===== src/rtl/trdb_packet_fifo.sv =====
// Trace packet FIFO: first-word-fall-through buffer between the trace encoder and its sink,
// with a sticky overflow flag and a one-cycle watermark pulse.
module trdb_packet_fifo #(
  parameter int unsigned XLEN      = 32,
  parameter int unsigned DEPTH     = 16,
  parameter int unsigned THRESHOLD = 8
) (
  input  logic                     clk_i,
  input  logic                     rst_ni,
  input  logic                     flush_i,
  input  logic [XLEN-1:0]          packet_word_i,
  input  logic                     packet_word_valid_i,
  output logic                     grant_o,
  output logic [XLEN-1:0]          data_o,
  output logic                     valid_o,
  input  logic                     ready_i,
  output logic [$clog2(DEPTH):0]   fill_o,
  output logic                     overflow_o,
  output logic                     threshold_o
);

  localparam int unsigned AW = $clog2(DEPTH);
  localparam logic [AW:0] THR = (AW + 1)'(THRESHOLD);

  logic [XLEN-1:0] mem [DEPTH];

  logic [AW:0] wr_ptr_reg, wr_ptr_next;
  logic [AW:0] rd_ptr_reg, rd_ptr_next;
  logic [AW:0] fill_next;
  logic        overflow_reg;
  logic        threshold_reg;
  logic        empty, full, push, pop;

  // Extra pointer MSB distinguishes full from empty when the index bits match.
  assign empty = (wr_ptr_reg == rd_ptr_reg);
  assign full  = (wr_ptr_reg[AW-1:0] == rd_ptr_reg[AW-1:0]) &&
                 (wr_ptr_reg[AW] != rd_ptr_reg[AW]);

  assign grant_o = !full;
  assign push    = packet_word_valid_i && !full && !flush_i;
  assign pop     = !empty && ready_i && !flush_i;

  always_comb begin
    wr_ptr_next = wr_ptr_reg;
    rd_ptr_next = rd_ptr_reg;
    if (flush_i) begin
      wr_ptr_next = '0;
      rd_ptr_next = '0;
    end else begin
      if (push) wr_ptr_next = wr_ptr_reg + 1'b1;
      if (pop)  rd_ptr_next = rd_ptr_reg + 1'b1;
    end
    fill_next = wr_ptr_next - rd_ptr_next;
  end

  always_ff @(posedge clk_i or negedge rst_ni) begin
    if (!rst_ni) begin
      wr_ptr_reg    <= '0;
      rd_ptr_reg    <= '0;
      overflow_reg  <= 1'b0;
      threshold_reg <= 1'b0;
    end else begin
      wr_ptr_reg    <= wr_ptr_next;
      rd_ptr_reg    <= rd_ptr_next;
      // Rising-crossing detect; flush forces fill_next to 0 so it never pulses.
      threshold_reg <= (fill_o < THR) && (fill_next >= THR);
      if (flush_i)
        overflow_reg <= 1'b0;
      else if (packet_word_valid_i && full)
        overflow_reg <= 1'b1;
    end
  end

  // Storage is deliberately left unreset; data_o is only meaningful with valid_o.
  always_ff @(posedge clk_i) begin
    if (push) mem[wr_ptr_reg[AW-1:0]] <= packet_word_i;
  end

  assign data_o      = mem[rd_ptr_reg[AW-1:0]];
  assign valid_o     = !empty;
  assign fill_o      = wr_ptr_reg - rd_ptr_reg;
  assign overflow_o  = overflow_reg;
  assign threshold_o = threshold_reg;

endmodule


===== config.mk =====
export PLATFORM = sky130hd
export DESIGN_NAME = trdb_packet_fifo
export DESIGN_NICKNAME = d
export VERILOG_FILES = /design/src/rtl/trdb_packet_fifo.sv
export SDC_FILE = /design/constraint.sdc
export NUM_CORES = 1
export LEC_CHECK = 0
export CORE_ASPECT_RATIO = 0.8
export CORE_MARGIN = 8
export CORE_UTILIZATION = 25
export CTS_BUF_LIST = sky130_fd_sc_hd__clkbuf_2
export CTS_CLUSTER_DIAMETER = 60
export DETAILED_ROUTE_END_ITERATION = 10
export HOLD_SLACK_MARGIN = 0.02
export PLACE_DENSITY_LB_ADDON = 0.05
export SLEW_MARGIN = 20
export SYNTH_ARGS = -nofsm -noshare
export SYNTH_HDL_FRONTEND = slang
export SYNTH_SLANG_ARGS = --single-unit

===== constraint.sdc =====
create_clock -name clk_i -period 10.1 [get_ports clk_i]
set_clock_uncertainty 0.1 [all_clocks]
set_input_delay 1.01 -clock clk_i [delete_from_list [all_inputs] [get_ports clk_i]]
set_output_delay 1.01 -clock clk_i [all_outputs]
set_load 0.02 [all_outputs]

# Word level (Yosys, flattened, before mapping)
# Memories as Yosys holds them, arrays and structs flattened.
# Cells that the tools add are included.
# classes
n_reduce_logical	11
add_sub_neg	4
n_eq_ne	3
mux	8
order_cmp	2
# op_table
cell	n
5-bit two-way mux	4
5-bit by 1-bit adder with 5-bit output (second input constant)	2
5-bit subtractor	2
1-bit logical AND	7
5-bit == test	1
5-bit by 4-bit greater-or-equal comparator with 1-bit output (second input constant)	1
5-bit by 4-bit less-than comparator with 1-bit output (second input constant)	1
4-bit == test	1
1-bit two-way mux	4
1-bit logical NOT	3
2-bit nonzero test	1
1-bit != test	1
# word_totals
n_memories	1
input_bits	37
word_cells	33
regBits	12
ramBits	512
out_inout_bits	41
# memory_table
name	depth	width	rd	rd_ports_with_merged_regs	wr	line	rtl
mem	16	32	1	0	1	25	logic [XLEN-1:0] mem [DEPTH];

# Logic depth before layout (Yosys ltp)
# Gate-level depths: netlist of the first run.
# depth
depth_word	10
depth_mapped	19
ltp_nobuf	16

# Least setup slack after synthesis of the first run
# Ideal clock, no wire load.
# synth_path
kind	reg2reg
startpoint	reg rd_ptr_reg[1]
endpoint	mem mem[0][0] (enable)
setup_ns	0.461
t_required_ns	9.539
path_stages_with_launch	12
setup_slack_ns	5.013
n_path_buf	3
synth_period_minus_slack_ns	5.087
arrival_ns	4.525
path_cell_list	dfrtp_1 > clkbuf_1 > buf_2 > buf_1 > inv_1 > ha_1 > and4_1 > nand2_1 > nand2_1 > nor2_1 > nand2_1 > nor3_1
# synth_via
elab_chain_len	7
# synth_rtl
element	line	rtl
from (decl)	28	logic [AW:0] rd_ptr_reg, rd_ptr_next;
from (signal assigned)	64	rd_ptr_reg <= rd_ptr_next;
4-bit == test	36	assign full = (wr_ptr_reg[AW-1:0] == rd_ptr_reg[AW-1:0]) &&
1-bit logical AND	36	
1-bit logical NOT	--	
net grant_o	13	output logic grant_o,
1-bit logical AND (2 in series)	40	assign push = packet_word_valid_i && !full && !flush_i;
1-bit two-way mux	76	if (push) mem[wr_ptr_reg[AW-1:0]] <= packet_word_i;
1-bit two-way mux (not written as such)	76	
to (decl)	25	
# The timed path passes the listed nets, and every way through them passes these cells.

# Worst setup path after layout of the first run
# layout_path
startpoint	reg rd_ptr_reg[0]
endpoint	out data_o[30]
# layout_via
elab_chain_len	1
# layout_rtl
element	line	rtl
memory 16 x 32 bit	--	
to (decl)	14	output logic [XLEN-1:0] data_o,
# No other way between the ends.

==> results of run 1 <==
layout make-up:
type | count | area, um^2 | area share
Antenna cell | 5 | 12.5 | 0.000528
Timing Repair Buffer | 100 | 971 | 0.0410
Clock inverter | 41 | 165 | 0.00697
Clock buffer | 201 | 1010 | 0.0425
Multi-Input combinational cell | 264 | 4420 | 0.187
Tap cell | 1092 | 1370 | 0.0577
Inverter | 13 | 50.0 | 0.00211
Sequential cell | 524 | 15700 | 0.662
metal layers:
layer,GRT usage,share of wire,vias up
li1,-,-,4081
met2,0.190,0.47,239
met3,0.0326,0.048,85
met5,0,0.00045,-
met1,0.167,0.46,5152
met4,0.0463,0.018,4
tightest hold or removal path, stage by stage (launching register included):
cell and delay (ns):
sky130_fd_sc_hd__dfrtp_1 0.36, sky130_fd_sc_hd__a31oi_1 0.05, sky130_fd_sc_hd__nor2_1 0.07
worst max path at each step:
stage	to	cells past startpoint	slack (ns)	from
floorplan	mem[0][0]	11	5.01	rd_ptr_reg[1]
global placement	data_o[30]	4	5.27	rd_ptr_reg[0]
detailed placement	mem[6][31]	10	5.24	rd_ptr_reg[1]
CTS	data_o[30]	4	3.76	rd_ptr_reg[0]
global route	data_o[30]	4	3.73	rd_ptr_reg[0]
finish	data_o[30]	4	4.20	rd_ptr_reg[0]
synth_stat cells, types with 2 or more instances:
cell type,number
sky130_fd_sc_hd__edfxtp_1,512
sky130_fd_sc_hd__mux4_2,160
sky130_fd_sc_hd__nor2_1,23
sky130_fd_sc_hd__buf_2,15
sky130_fd_sc_hd__ha_1,13
sky130_fd_sc_hd__dfrtp_1,12
sky130_fd_sc_hd__inv_1,12
sky130_fd_sc_hd__buf_6,11
sky130_fd_sc_hd__xnor2_1,11
sky130_fd_sc_hd__clkbuf_1,10
sky130_fd_sc_hd__nand2_1,10
sky130_fd_sc_hd__a21oi_1,9
sky130_fd_sc_hd__nand3_1,6
sky130_fd_sc_hd__buf_1,4
sky130_fd_sc_hd__nor3_1,4
sky130_fd_sc_hd__xor2_1,4
sky130_fd_sc_hd__a21o_1,3
sky130_fd_sc_hd__nand2b_1,3
sky130_fd_sc_hd__fa_1,2
sky130_fd_sc_hd__mux2i_1,2
sky130_fd_sc_hd__nand4_1,2
sky130_fd_sc_hd__or2_1,2
sky130_fd_sc_hd__or2_2,2
what timing repair did:
item                                   CTS  global route
buffers inserted                         0             0
endpoints found under the hold margin   12             0
hold buffers                             1             0
report_power, final:
part	internal (mW)	total, mW	switching [mW]
clock network	0.533	1.42	0.888
logic	0.342	0.640	0.298
registers	2.40	2.44	0.0402
logic make-up after synthesis:
| kind of cell | count (synthesis) |
|---|---|
| compound gates | 18 |
| xor+xnor | 15 |
| fa+ha+maj | 15 |
| buf+inv | 53 |
| flops | 524 |
| mux | 162 |
| simple gates | 54 |
placed cells by master, fill, tap and decap left out, types with 2 or more instances in the layout:
master	n
sky130_fd_sc_hd__dfrtp_1	9
sky130_fd_sc_hd__dfrtp_4	2
sky130_fd_sc_hd__nor2_1	11
sky130_fd_sc_hd__nor3_2	4
sky130_fd_sc_hd__nor2_4	12
sky130_fd_sc_hd__fa_1	2
sky130_fd_sc_hd__nand2b_1	3
sky130_fd_sc_hd__ha_1	13
sky130_fd_sc_hd__or2_1	2
sky130_fd_sc_hd__or2_2	2
sky130_fd_sc_hd__clkinv_1	28
sky130_fd_sc_hd__buf_4	20
sky130_fd_sc_hd__a21oi_1	9
sky130_fd_sc_hd__mux2i_1	2
sky130_fd_sc_hd__inv_2	6
sky130_fd_sc_hd__edfxtp_1	512
sky130_fd_sc_hd__a21o_1	3
sky130_fd_sc_hd__xnor2_1	11
sky130_fd_sc_hd__nand2_1	10
sky130_fd_sc_hd__diode_2	5
sky130_fd_sc_hd__xor2_1	4
sky130_fd_sc_hd__buf_12	2
sky130_fd_sc_hd__nand4_1	2
sky130_fd_sc_hd__mux4_2	160
sky130_fd_sc_hd__clkbuf_2	201
sky130_fd_sc_hd__nand3_1	6
sky130_fd_sc_hd__clkdlybuf4s50_1	77
sky130_fd_sc_hd__clkinv_2	7
sky130_fd_sc_hd__inv_1	12
==> results by stage, run 1 <==
Cells and area:
- The net count of the finished layout is 1,095.
- The final instance area is 0.0237 mm^2.
- Of the cells placed in the final design, the portion with a size suffix greater than 1 is 0.366.
- The register with the most flip-flops in the layout has 512 of them.
- Relative to the synthesized area, the layout overhead comes to 16.7%.
- The number of filler cells placed in the layout is 7,880.
- The share of the core filled with cells is 0.294.
- The count of cells in the finished layout, fillers not included, comes to 2,240.

Timing:
- The relative slew slack is 0.367.
- The number of endpoints with negative hold slack in the final report was 0.
- The worst path in the final design needs a cycle of 5.90 ns, including I/O delays and setup.
- The setup TNS after final layout is 0 ns.
- Setup repair after global routing left no endpoint under its margin.
- Setup violations remaining at the end of the flow were counted as 0.
- The smallest hold slack is 0.414 ns.
- The final number of max-transition violations is 0.
- At the pin with the least slew margin, the transition time is 0.950 ns.
- The timing-limited maximum frequency is 0.170 GHz.
- Across all setup checks in the final design, the least slack found is 4.20 ns.
- In the finished design, the share of the clock period the worst path needs comes to 0.584.

Setup path:
- The cell type with the highest occurrence count on the critical path is sky130_fd_sc_hd__mux4_2.
- The worst setup path is captured at an output pin.
- On the worst path, the slowest cell contributes a delay of 1.06 ns.
- The maximum fanout along the worst path is 89.
- Data on the critical path is required at its endpoint by 8.99 ns.
- The kind of cell adding the most delay to the critical path is buffers and inverters.
- Data on the critical path arrives at its endpoint at 4.79 ns.
- Traced cell by cell, the critical path runs through buf_12 > mux4_2 > mux4_2 > clkdlybuf4s50_1.
- The kind of launch point of the worst setup path is a flop.
- The beginning of the worst register-to-register path is rd_ptr_reg[1].
- The setup check on the worst reg-to-reg path leaves a slack of 5.44 ns.
- The setup path with the least slack is of type reg -> out.
- The depth of the worst register-to-register path is 16.
- The largest individual stage delay along the critical path comes from the cell sky130_fd_sc_hd__dfrtp_4.
- Counting both buffers and inverters, the worst setup path holds a total of 2.
- The worst register-to-register path ends at threshold_o.

Routing:
- The number of search-and-repair iterations in the first detailed-routing pass is 4.
- Dividing the detail-routed via count by the number of cells gives 4.27.
- In the routed design, unresolved DRC markers number 0.
- The number of nets with antenna violations after detailed routing is 0.
- The via count is 9,561.
- The number of DRC markers after the initial detailed-route iteration is 577.
- For this block, the routed nets add up to 55,800 um of wire.
- In the final routed layout, each cell accounts on average for 24.9 um.

Worst hold path:
- Counting instances, the worst hold path has a depth of 2.
- The launch instance of the worst min-delay path is overflow_o.
- The min-delay analysis places its worst path in the category reg -> reg.
- For hold timing, the worst endpoint is overflow_o.

Pwr:
- The leakage power total is 7.35 nW.
- The power density normalized to cell area is 190 mW/mm^2.
- The total power is 4.50 mW.
- The peak ir drop on the vdd network is 0.0000962 V.

Floorplan:
- The floorplan has 93 rows.
- The area of the die is 0.0906 mm^2.
- The effective utilization at floorplan is 0.252.
- The die is 335 um wide.
- The die is 271 um tall.
- 78 I/O pins were placed.
- The area of the core is 0.0804 mm^2.

Yosys:
- Of all cell types, the one taking the most synthesized area is sky130_fd_sc_hd__edfxtp_1.
- Of the synthesized area, sequential elements account for 0.773.
- The number of synthesis warnings is 0.
- In the post-synthesis netlist, the biggest area contributors are sky130_fd_sc_hd__edfxtp_1, sky130_fd_sc_hd__mux4_2, sky130_fd_sc_hd__dfrtp_1.
- In this run, synthesis produced a sequential element count of 524.
- The cell count after synthesis is 841.
- The main combinational cell family by area after synthesis is multiplexers.
- The share of the synthesized area in the top cell type is 0.758.
- The area share of fa/ha/maj cells after synthesis is 0.00999.
- The post-synthesis xor/xnor area fraction is 0.00648.
- In the synthesized netlist the async set-or-reset flop fraction comes to 0.0229.
- The synthesized netlist contains 32 unique library cells.
- For this run, the leading register cell type out of synthesis is sky130_fd_sc_hd__edfxtp_1.
- The synthesized netlist occupies a cell area of 0.0203 mm^2.
- Of the post-synthesis cell area, the part taken by muxes is 0.179.
- Of the total synthesized cell area, the portion taken by AND, OR, NAND and NOR gates is 0.0121.
- The number of flops mapped to enable cells by yosys is 512.
- The net count after synthesis is 893.
- The average instance in the mapped netlist occupies 24.1 um^2.
- The share of the synthesized area in compound gates (AO/OA/AOI/OAI) is 0.00549.

Place:
- After detailed placement, the total cell area comes to 0.0225 mm^2.
- Prior to clock tree synthesis, the placed netlist has a worst setup slack of 5.24 ns.
- Routability-driven placement finished with a final weighted congestion of 0.640.
- The count of placed standard cells including taps is 1,992.
- The post-detailed-placement half-perimeter wirelength is 27,200 um.
- In this run the tool buffered the top-level ports with 77 buffer cells.

Clocking:
- The clock reaches the later pin of the worst-skew pair after 1.22 ns.
- The root cell of the clock tree is sky130_fd_sc_hd__clkbuf_2.
- The number of H-tree branching levels is 4.
- The clock tree from TritonCTS is built.
- Post-CTS repair changed the size of 0 cells.
- The total clock buffers created by CTS is 140.
- The number of buffers on the longest clock path is 3.
- The number of clock sinks is 524.
- Clock-pin slew was measured on the worst setup and hold paths at 0.10 ns.

Global routing:
- The first global-routing pass estimated 78,900 um of wire.
- Entering global routing, the biggest net connects 110 pins.
- For this run, the total global-route usage over all layers was measured as 0.124.
- The global route total overflow is 0.
- The via count of the first global-routing pass is 10,400.
- The initial antenna violation count is 5.

Run status:
- The flow ran to the end, and the final reports show no timing, DRC or antenna violations.

Run:
- Across the run, the number of max-cap violations was 0.
Note: power is estimated with default switching activity, not from simulation.
==> run 2, diff against run 1 <==
clock period = 4.85 ns   (was 10.1 ns; I/O delays follow)
==> run 2 against run 1 <==
Net effect: worst hold slack improved by 0.13 ns; design area increased by 3.2%; total power increased by 120%; largest power group unchanged; non-clock buffer count increased by 39; largest cell class unchanged; combinational power increased by 130%; clock power increased by 130%; count of clock-buffer cells in the layout increased by 25; critical path depth unchanged; critical endpoint is now data_o[15]; first-iteration DRC count decreased by 7.6%; flip-flop and latch count unchanged; global-route usage about the same.
==> results by stage, run 2 (synthesis results as in run 1) <==
Timing:
- The transition at the pin with the smallest max-transition slack is 0.875 ns (-0.0752 ns).
- Dividing the final minimum period by the clock period gives 0.927.
- The smallest hold slack is 0.547 ns (+0.133 ns).
- The number of endpoints with negative hold slack in the final report is 0 (unchanged).
- The setup TNS after final layout was 0 ns (unchanged).
- The relative slew slack is 0.415 (+0.0487).
- The final number of max-transition violations came to 0 (unchanged).
- Setup repair after global routing left no endpoint under its margin.
- The final count of negative-setup-slack endpoints is 0 (unchanged).
- Counting I/O delays and the setup requirement, the final critical path takes 4.49 ns.
- The timing-limited maximum frequency is 0.222 GHz.

Clocking:
- The number of clock sinks came to 524 (unchanged).
- The insertion delay of the later-clocked pin in the worst-skew pair came to 1.23 ns (about the same).
- The total clock buffers created by CTS is 144 (+2.9%).
- TritonCTS built the clock tree.
- The number of H-tree branching levels is 4 (unchanged).
- The clock input transition at the sequential cells of the worst setup and hold paths is 0.09 ns (about the same).
- The tree is rooted in a sky130_fd_sc_hd__clkbuf_2.
- The number of buffers on the longest clock path is 3 (unchanged).
- The post-CTS setup buffer count is 0 (unchanged).

Global routing:
- The total routing usage reported by global routing is 0.124 (+0.000380).
- The global route total overflow is 0 (unchanged).
- The met1 demand-to-capacity share in global routing came to 0.171 (+0.00387).
- The via count of the first global-routing pass is 10,600 (+2.0%).
- The global routing met3 resource utilization is 0.0317 (-0.000929).
- The pin count of the biggest net entering global routing is 81 (-26%).
- The global routing stage identified its most utilized layer as met2.
- The met2 usage in global routing came to 0.187 (-0.00324).
- The global-route wire length before repair is 79,800 um (+1.2%).
- The initial antenna violation count came to 2 (-3).

Routing:
- The via count was 9,712 (+1.6%).
- The average wire length per cell after detail routing is 24.2 um (-2.7%).
- The number of DRC markers after the initial detailed-route iteration is 533 (-7.6%).
- The number of vias per cell is 4.23 (-0.81%).
- The DRC violations left is 0 (unchanged).
- The number of nets with antenna violations after detailed routing came to 0 (unchanged).
- The number of search-and-repair iterations in the first detailed-routing pass is 6 (+2).
- The total wirelength of the detailed-routed design is 55,500 um (-0.38%).

Pwr:
- The share of total power in sequential cells is 0.514 (-0.028).
- The peak ir drop on the vdd network came to 0.000167 V (+74%).
- The internal power of the cells was 7.14 mW (+120%).
- The portion of total power attributed to the clock network is 0.336 (+0.020).
- The share of power burned in combinational logic is 0.150 (+0.008).
- The leakage power total is 7.65 nW (+4.1%).
- The total power is 9.78 mW (+120%).
- The proportion of total power due to net switching is 0.270 (-0.00278).
- The power density normalized to cell area is 400 mW/mm^2 (+110%).
- The total net switching power is 2.64 mW (+110%).

Run:
- The count of maximum capacitance violations is 0 (unchanged).

Floorplan:
- The row count was 93 (unchanged).
- The I/O pin count is 78 (unchanged).
- The height of the chip is 271 um (unchanged).
- The effective utilization at floorplan came to 0.252 (unchanged).
- The width of the die is 335 um (unchanged).
- The area of the die is 0.0906 mm^2 (unchanged).
- The area of the core is 0.0804 mm^2 (unchanged).

Cells and area:
- The count of nets after finishing was 1,138 (+3.9%).
- Relative to the synthesized area, the layout overhead comes to 20.4%.
- The commonest non-fill, non-tap cell in the layout is sky130_fd_sc_hd__edfxtp_1.
- In the layout the commonest cells are sky130_fd_sc_hd__edfxtp_1, sky130_fd_sc_hd__clkbuf_2, sky130_fd_sc_hd__mux4_2.
- The number of filler cells placed in the layout came to 7,879 (-0.013%).
- The final instance area is 0.0244 mm^2 (+3.2%).
- The number of flip-flops under the largest register name is 512 (unchanged).
- The ratio of cells with drive above 1 in the final layout is 0.370 (+0.00417).

Setup path:
- The worst setup path is launched from a flop.
- The worst path arrival time is 3.91 ns (-0.88 ns).
- The maximum fanout along the worst path was 47 (-47%).
- The data required time at the worst endpoint is 4.26 ns (-4.73 ns).
- The nature of the critical path endpoint is an output pin.
- The class of the most critical setup path is reg -> out.

Place:
- The final weighted congestion in routability-driven placement is 0.671 (+4.9%).
- The post-detailed-placement half-perimeter wirelength is 26,100 um (-4.0%).
- The instance area after placement was 0.0227 mm^2 (+0.76%).
- The count of buffers inserted at the top-level ports is 77 (unchanged).

Worst hold path:
- The worst min-delay path class is reg -> reg.

Run status:
- The flow ran to the end, and the final reports show no timing, DRC or antenna violations.
## run 2: path summary, 6_finish.rpt
kind | start | depth (start not counted) | endpoint | slack (ns)
min reg2reg | wr_ptr_reg[4] | 2 | wr_ptr_reg[4] | 0.55
min | wr_ptr_reg[4] | 2 | wr_ptr_reg[4] | 0.55
min in group asynchronous | rst_ni | 3 | overflow_o | 0.64
max in group asynchronous | rst_ni | 3 | rd_ptr_reg[0] | 3.50
max reg2reg | wr_ptr_reg[2] | 14 | threshold_o | 1.06
max | rd_ptr_reg[0] | 4 | data_o[15] | 0.36
## run 2: cell type report
cell class	count	area (um^2)	share of cell area
clock buffer	226	1130	0.0463
timing repair buffer	139	1540	0.0629
inverter	13	50.0	0.00205
clock inverter	29	196	0.00804
tap	1092	1370	0.0559
sequential	524	15700	0.642
antenna	7	17.5	0.000717
multi-input combinational	264	4450	0.182
## run 2: power by group through the flow
stage                     registers [mW]  logic, mW  clock network, mW
after global routing                5.03       1.59               3.70
after CTS                           5.03       1.53               3.49
after floorplan                     5.12      0.981                  0
after detailed placement            5.12       1.47                  0
after global placement              5.12       1.48                  0
final                               5.03       1.47               3.28
## run 2: critical path, stage by stage (launching register included)
cell	delay, ns
sky130_fd_sc_hd__dfrtp_4	0.56
sky130_fd_sc_hd__buf_16	0.35
sky130_fd_sc_hd__mux4_2	0.58
sky130_fd_sc_hd__mux4_2	0.52
sky130_fd_sc_hd__clkdlybuf4s50_1	0.57
## run 2: per-layer routing
metal | up-vias | part of all wire
li1 | 4170 | -
met3 | 113 | 0.041
met5 | - | 0.00022
met2 | 216 | 0.46
met1 | 5211 | 0.47
met4 | 2 | 0.022
## run 2: stage by stage
stage / cells / setup WS, ns / utilization
floorplan: 841 / 0.620 / -
global placement: 1993 / 1.06 / 0.282
detailed placement: 1993 / 1.06 / 0.282
CTS: 2287 / 0.00200 / 0.304
global route: 2290 / 0.0189 / 0.304
finish: 2294 / 0.355 / 0.304
## run 2: repair_timing
| action | 4_1_cts | 5_1_grt |
|---|---|---|
| endpoints found under the hold margin | 536 | 0 |
| hold buffers | 38 | 0 |
| endpoints found under the setup margin | 33 | 0 |
| resized for setup | 6 | 0 |
==> variant 1, RTL diff (settings of run 2) <==
Set the parameter `THRESHOLD` to 6 (it was 8).
--- a/src/rtl/trdb_packet_fifo.sv
+++ b/src/rtl/trdb_packet_fifo.sv
@@ -4,5 +4,5 @@
   parameter int unsigned XLEN      = 32,
   parameter int unsigned DEPTH     = 16,
-  parameter int unsigned THRESHOLD = 8
+  parameter int unsigned THRESHOLD = 6
 ) (
   input  logic                     clk_i,
Function: same outputs for any inputs over 4 cycles, from zero or initial values and one cycle with rst_ni low; that may be too few to reach the edited logic, so the function may still have changed.
==> variant 1 against run 2 <==
  * Cell area rose by 0.16%
  * Wire length grew 0.87%
  * Area after synthesis decreased by 0.12%
  * Non-clock buffer count grew 6
  * Sequential cell count unchanged
  * Worst setup slack lost 0.068 ns
  * Power hardly changed
  * Final cell count shrank 0.26%
==> variant 1: results (changes against run 2) <==
Parameter                              Value

Outcome
  Result of the run    completed

Power and ir drop
  Cell leakage power    7.70 nW (+0.57%)
  Worst-case vdd ir drop    0.000165 V (-1.1%)
  Switching part of the total power    26.8% (-0.14 points)

Layout
  Share of final-layout standard cells stronger than drive strength 1    37.4% (+0.46 points)
  Final #Nets    1142 (+0.35%)
  Max reg flops    512 (unchanged)

Drt
  Drt pass-1 iters    4 (-2)
  Initial detailed-routing violation count    636 (+19%)
  Vias per inst    4.24 (about the same)
  Wirelength per Cell    24.5 um (+1.1%)

Logic synthesis
  Asr flop ratio synth    2.29% (unchanged)
  Most frequent cells after synthesis    edfxtp_1, mux4_2, nor2_1
  Top post-synthesis cells by area    edfxtp_1, mux4_2, dfrtp_1
  Sequential fraction of the synthesis area    77.3% (+0.091 points)
  Nets in the synthesized netlist    891 (-0.22%)
  Count of flip-flops with a built-in enable after synthesis    512 (unchanged)
  Count of distinct cell types in the synthesized netlist    39 (+22%)
  Yosys warns    0 (unchanged)

Clocking
  Resized cells post-CTS    3 (-3)
  Maximum clock insertion buffer count    3 (unchanged)
  Root cell of the clock tree    clkbuf_2
  CTS hold repair buffers    39 (+2.6%)
  Deepest level of the CTS H-tree    4 (unchanged)
  Skew-Pair Late Insertion Delay    1.25 ns (+0.02 ns)
  Post-CTS setup buffers    5 (+5)
  Clock slew at reported path FFs    roughly 0.1 ns

Worst setup path
  Maximum fanout encountered on the critical timing path    131 (+180%)
  Critical-path top delay cell    buf_16
  Beginning of the critical path    rd_ptr_reg[1]$_DFF_PN0_
  Capturing instance or port of the critical path    data_o[10]
  Crit-path leading delay family    buffers and inverters
  Cell count of the worst reg-to-reg path    8 (-6)
  Crit path largest cell delay    approximately 0.59 ns
  R2R Path End    mem[4][3]$_DFFE_PP_
  CP Data Arrival Time    3.98 ns (+0.07 ns)
  Crit Reg-Reg Startpoint    wr_ptr_reg[3]$_DFF_PN0_

Global route
  Largest net degree at the start of global routing    132 (+63%)
  Overall global routing resource usage    12.5% (+0.14 points)
  Wire length of the first global-routing pass    80400 um (+0.80%)
  Number of global-route vias before repair    10860 (+2.3%)
  Number of antenna violations at the first check in global routing    4 (+2)

STA
  Worst Tran Pin Value    1.06 ns (+0.181 ns)
  Highest attainable clock frequency    0.219 GHz (-1.5%)

Placement
  HPWL reported at the end of detailed placement    25900 um (-1.0%)
  Number of buffer cells added on primary ports    77 (unchanged)
  Placement-stage cell area    22700 um2 (about the same)
  Weighted congestion reported at the end of routability-driven placement    0.634 (-5.5%)
  Worst-case setup slack after placement    1.16 ns (+0.101 ns)

Worst hold path
  Worst hold-check path type    in -> reg
## variant 1: cell count changes after synthesis, moves of 2 or more
| cell | run 2 | this run |
|---|---|---|
| a21oi_1 | 9 | 5 |
| buf_1 | 4 | 6 |
| buf_6 | 11 | 0 |
| clkbuf_1 | 10 | 20 |
| nand3_1 | 6 | 2 |
| o211ai_2 | 0 | 2 |
| or2_1 | 2 | 0 |
| xnor2_1 | 11 | 5 |
| xor2_1 | 4 | 7 |
## variant 1: cells by family (layout without fill, tap and decap cells)
logic type	after synthesis	after routing	share of synthesized area [%]
XOR/XNOR	14	14	0.679
adder cells (fa/ha/maj)	15	15	1.00
other	0	5	0
AO/OA/AOI/OAI	17	17	0.580
flip-flops	524	524	77.3
AND/OR/NAND/NOR	50	50	1.15
multiplexers	166	166	18.2
buffers and inverters	53	405	1.07
## variant 1: cell type report
| type | instances | area [um2] |
|---|---|---|
| tap | 1092 | 1370 |
| sequential | 524 | 15700 |
| clock buffer | 213 | 1070 |
| clock inverter | 34 | 211 |
| inverter | 13 | 50.0 |
| fill | 7832 | 55900 |
| multi-input combinational | 262 | 4500 |
| antenna | 5 | 12.5 |
| timing repair buffer | 145 | 1580 |
## variant 1: power groups by stage
stage          registers [mW]  clock network, mW  logic, mW
6_report                 5.02               3.19       1.57
3_3_place_gp             5.15                  0       1.48
2_1_floorplan            5.12                  0      0.973
5_1_grt                  5.03               3.63       1.70
3_5_place_dp             5.15                  0       1.48
4_1_cts                  5.02               3.41       1.63
## variant 1: metrics by stage
stage	util, %	hold slack, ns	instances	power (mW)
2_1_floorplan	-	0.0894	839	6.09
3_3_place_gp	28.2	0.380	1990	6.64
3_5_place_dp	28.2	0.390	1990	6.63
4_1_cts	30.4	0.242	2283	10.1
5_1_grt	30.4	0.376	2288	10.4
6_report	30.4	0.506	2288	9.78
## variant 1: layer usage
metal  track usage [%]  up-vias  routed length, um
met4              4.92        0               1080
li1                  -     4178                  -
met1              17.1     5213              26400
met3              3.14       81               2280
met5                 0        -                  0
met2              19.1      222              26200
## variant 1: worst min path at each step
| stage | from | endpoint | cells past startpoint |
|---|---|---|---|
| 4_1_cts | packet_word_valid_i | wr_ptr_reg[2]$_DFF_PN0_ | 4 |
| 2_1_floorplan | rst_ni | overflow_o$_DFFE_PN0P_ | 0 |
| 5_1_grt | flush_i | wr_ptr_reg[4]$_DFF_PN0_ | 3 |
| 3_3_place_gp | overflow_o$_DFFE_PN0P_ | overflow_o$_DFFE_PN0P_ | 2 |
| 6_report | flush_i | wr_ptr_reg[4]$_DFF_PN0_ | 3 |
| 3_5_place_dp | overflow_o$_DFFE_PN0P_ | overflow_o$_DFFE_PN0P_ | 2 |
==> variant 2, RTL diff (config.mk and constraints of run 2) <==
Without the edit above. Put one more register stage on the output `overflow_o`, cleared by the reset. The value now appears one clock later. The other outputs are not delayed to match.
--- a/src/rtl/trdb_packet_fifo.sv
+++ b/src/rtl/trdb_packet_fifo.sv
@@ -80,5 +80,11 @@
   assign valid_o     = !empty;
   assign fill_o      = wr_ptr_reg - rd_ptr_reg;
-  assign overflow_o  = overflow_reg;
+  always_ff @(posedge clk_i or negedge rst_ni) begin
+    if (!rst_ni) begin
+      overflow_o <= '0;
+    end else begin
+      overflow_o <= overflow_reg;
+    end
+  end
   assign threshold_o = threshold_reg;
 
Function: no difference found for any inputs over 4 cycles, from zero or initial values and one cycle with rst_ni low; that may be too few to reach the edited logic, so the function may still have changed.
==> variant 2 against run 2 <==
  * Core utilization is essentially flat
  * Sequential cell count grew 1
  * Power shrank 0.47%
  * Highest routed layer is now met4
  * Sequential power is essentially flat
  * Cell area is essentially flat
  * Wire length shrank 3.6%
  * Non-clock buffer count grew 9
  * First-iteration DRC count grew 6.8%
  * Critical path type unchanged
  * Worst setup slack gained 0.0048 ns
  * Area after synthesis grew 0.12%
==> variant 2: results (changes against run 2) <==
Parameter                              Value

Worst setup path
  Critical-path top delay cell    mux4_2
  Beginning of the critical path    rd_ptr_reg[0]$_DFF_PN0_
  Crit path largest cell delay    about 0.6 ns
  Crit Reg-Reg Startpoint    wr_ptr_reg[2]$_DFF_PN0_
  Maximum fanout encountered on the critical timing path    35 (-26%)
  Setup slack, reg-to-reg    1.00 ns (-0.06 ns)
  CP Data Arrival Time    3.91 ns (about the same)

Clocking
  Clock slew at reported path FFs    roughly 0.1 ns
  Deepest level of the CTS H-tree    4 (unchanged)
  Maximum clock insertion buffer count    3 (unchanged)
  Root cell of the clock tree    clkbuf_2
  Skew-Pair Late Insertion Delay    about 1.2 ns
  CTS Buf Count    146 (+1.4%)

Layout
  Final #Nets    1150 (+1.1%)
  Max reg flops    512 (unchanged)
  Share of final-layout standard cells stronger than drive strength 1    37.0% (about the same)
  FILL cells    7946 (+0.85%)

Global route
  Number of antenna violations at the first check in global routing    3 (+1)
  Overall global routing resource usage    12.0% (-0.41 points)
  Number of global-route vias before repair    10675 (+0.54%)
  Wire length of the first global-routing pass    77700 um (-2.6%)
  Largest net degree at the start of global routing    65 (-20%)

Outcome
  Result of the run    completed

Logic synthesis
  Yosys warns    0 (unchanged)
  Sequential fraction of the synthesis area    77.3% (about the same)
  Count of distinct cell types in the synthesized netlist    32 (unchanged)
  Nets in the synthesized netlist    894 (+0.11%)
  Count of flip-flops with a built-in enable after synthesis    512 (unchanged)
  Top post-synthesis cells by area    edfxtp_1, mux4_2, dfrtp_1
  Most frequent cells after synthesis    edfxtp_1, mux4_2, nor2_1
  Asr flop ratio synth    2.48% (+0.19 points)

Placement
  HPWL reported at the end of detailed placement    27500 um (+5.4%)
  Placement-stage cell area    22700 um2 (about the same)
  Number of buffer cells added on primary ports    77 (unchanged)
  Weighted congestion reported at the end of routability-driven placement    0.683 (+1.7%)

STA
  Worst Tran Pin Value    0.996 ns (+0.121 ns)
  Worst Hold Margin    0.283 ns (-0.265 ns)

Worst hold path
  Worst hold-check path type    in -> reg
  Startpoint of the most critical hold path    packet_word_i[0]

Drt
  Drt pass-1 iters    5 (-1)
  Vias per inst    4.23 (-0.11%)
  Wirelength per Cell    23.3 um (-3.9%)
  Initial detailed-routing violation count    569 (+6.8%)

Power and ir drop
  Worst-case vdd ir drop    0.000178 V (+6.3%)
  Cell leakage power    7.67 nW (+0.17%)
variant 2: cell types whose count changed in the layout (fill, tap and decap cells not counted), moves of 2 or more:
cell / delta
clkinv_1: +4
clkinvlp_4: +3
inv_2: -2
buf_4: +17
inv_6: +2
buf_12: -8
clkbuf_2: -11
variant 2: where the power goes:
group | internal, mW | switching, mW
combinational | 0.772 | 0.706
sequential | 5.01 | 0.0297
clock | 1.34 | 1.87
variant 2: metrics by stage:
stage                     cells  setup slack, ns  utilization [%]
after global placement     2002             1.12             28.1
after floorplan             842            0.620                -
after CTS                  2293           0.0216             30.3
final                      2300            0.360             30.3
after detailed placement   2002             1.10             28.1
after global routing       2299          0.00538             30.3
variant 2: cells by family (layout without fill, tap and decap cells):
group | after synthesis | count (layout) | synth area share [%]
flip-flops | 525 | 525 | 77.3
adder cells (fa/ha/maj) | 15 | 15 | 0.998
other | 0 | 7 | 0
multiplexers | 162 | 162 | 17.8
AND/OR/NAND/NOR | 54 | 54 | 1.21
AO/OA/AOI/OAI | 18 | 18 | 0.548
buffers and inverters | 53 | 412 | 1.48
XOR/XNOR | 15 | 15 | 0.647
variant 2: what timing repair did:
action | in CTS | in global routing
setup endpoints to repair | 26 | 2
cloned | 1 | 0
hold buffers | 37 | 0
endpoints found under the hold margin | 504 | 0
resized for setup | 2 | 1
setup buffers | 2 | 0
variant 2: worst max-delay path, delay by kind of cell, from the launching register on:
| family | cells | cell delay, ns |
|---|---|---|
| flops | 1 | 0.57 |
| buf+inv | 2 | 1.04 |
| mux | 2 | 1.09 |
variant 2: cell type report:
cell class | count | area [um2] | area share, %
Antenna cell | 7 | 17.5 | 0.0717
Inverter | 13 | 50.0 | 0.205
Sequential cell | 525 | 15700 | 64.3
Clock inverter | 36 | 240 | 0.983
Timing Repair Buffer | 148 | 1530 | 6.25
Clock buffer | 215 | 1080 | 4.40
Multi-Input combinational cell | 264 | 4450 | 18.2
Tap cell | 1092 | 1370 | 5.59
variant 2: path summary, 6_finish.rpt:
check                                     endpoint  cells past startpoint
min in group asynchronous  wr_ptr_reg[2]$_DFF_PN0_                      3
max                                      data_o[0]                      4
min reg2reg                   overflow_o$_DFF_PN0_                      0
max reg2reg                  threshold_o$_DFF_PN0_                     14
min                           mem[14][0]$_DFFE_PP_                      1
max in group asynchronous  rd_ptr_reg[0]$_DFF_PN0_                      3
variant 2: per-layer routing:
layer  routed length, um  vias to the layer above  global-route usage, %  part of all wire (%)
met4                1120                        0                   4.24                   2.1
li1                    -                     4199                      -                     -
met2               24500                      229                   17.8                    46
met3                2310                       95                   3.44                   4.3
met5                   0                        -                      0                     0
met1               25600                     5204                   16.7                    48
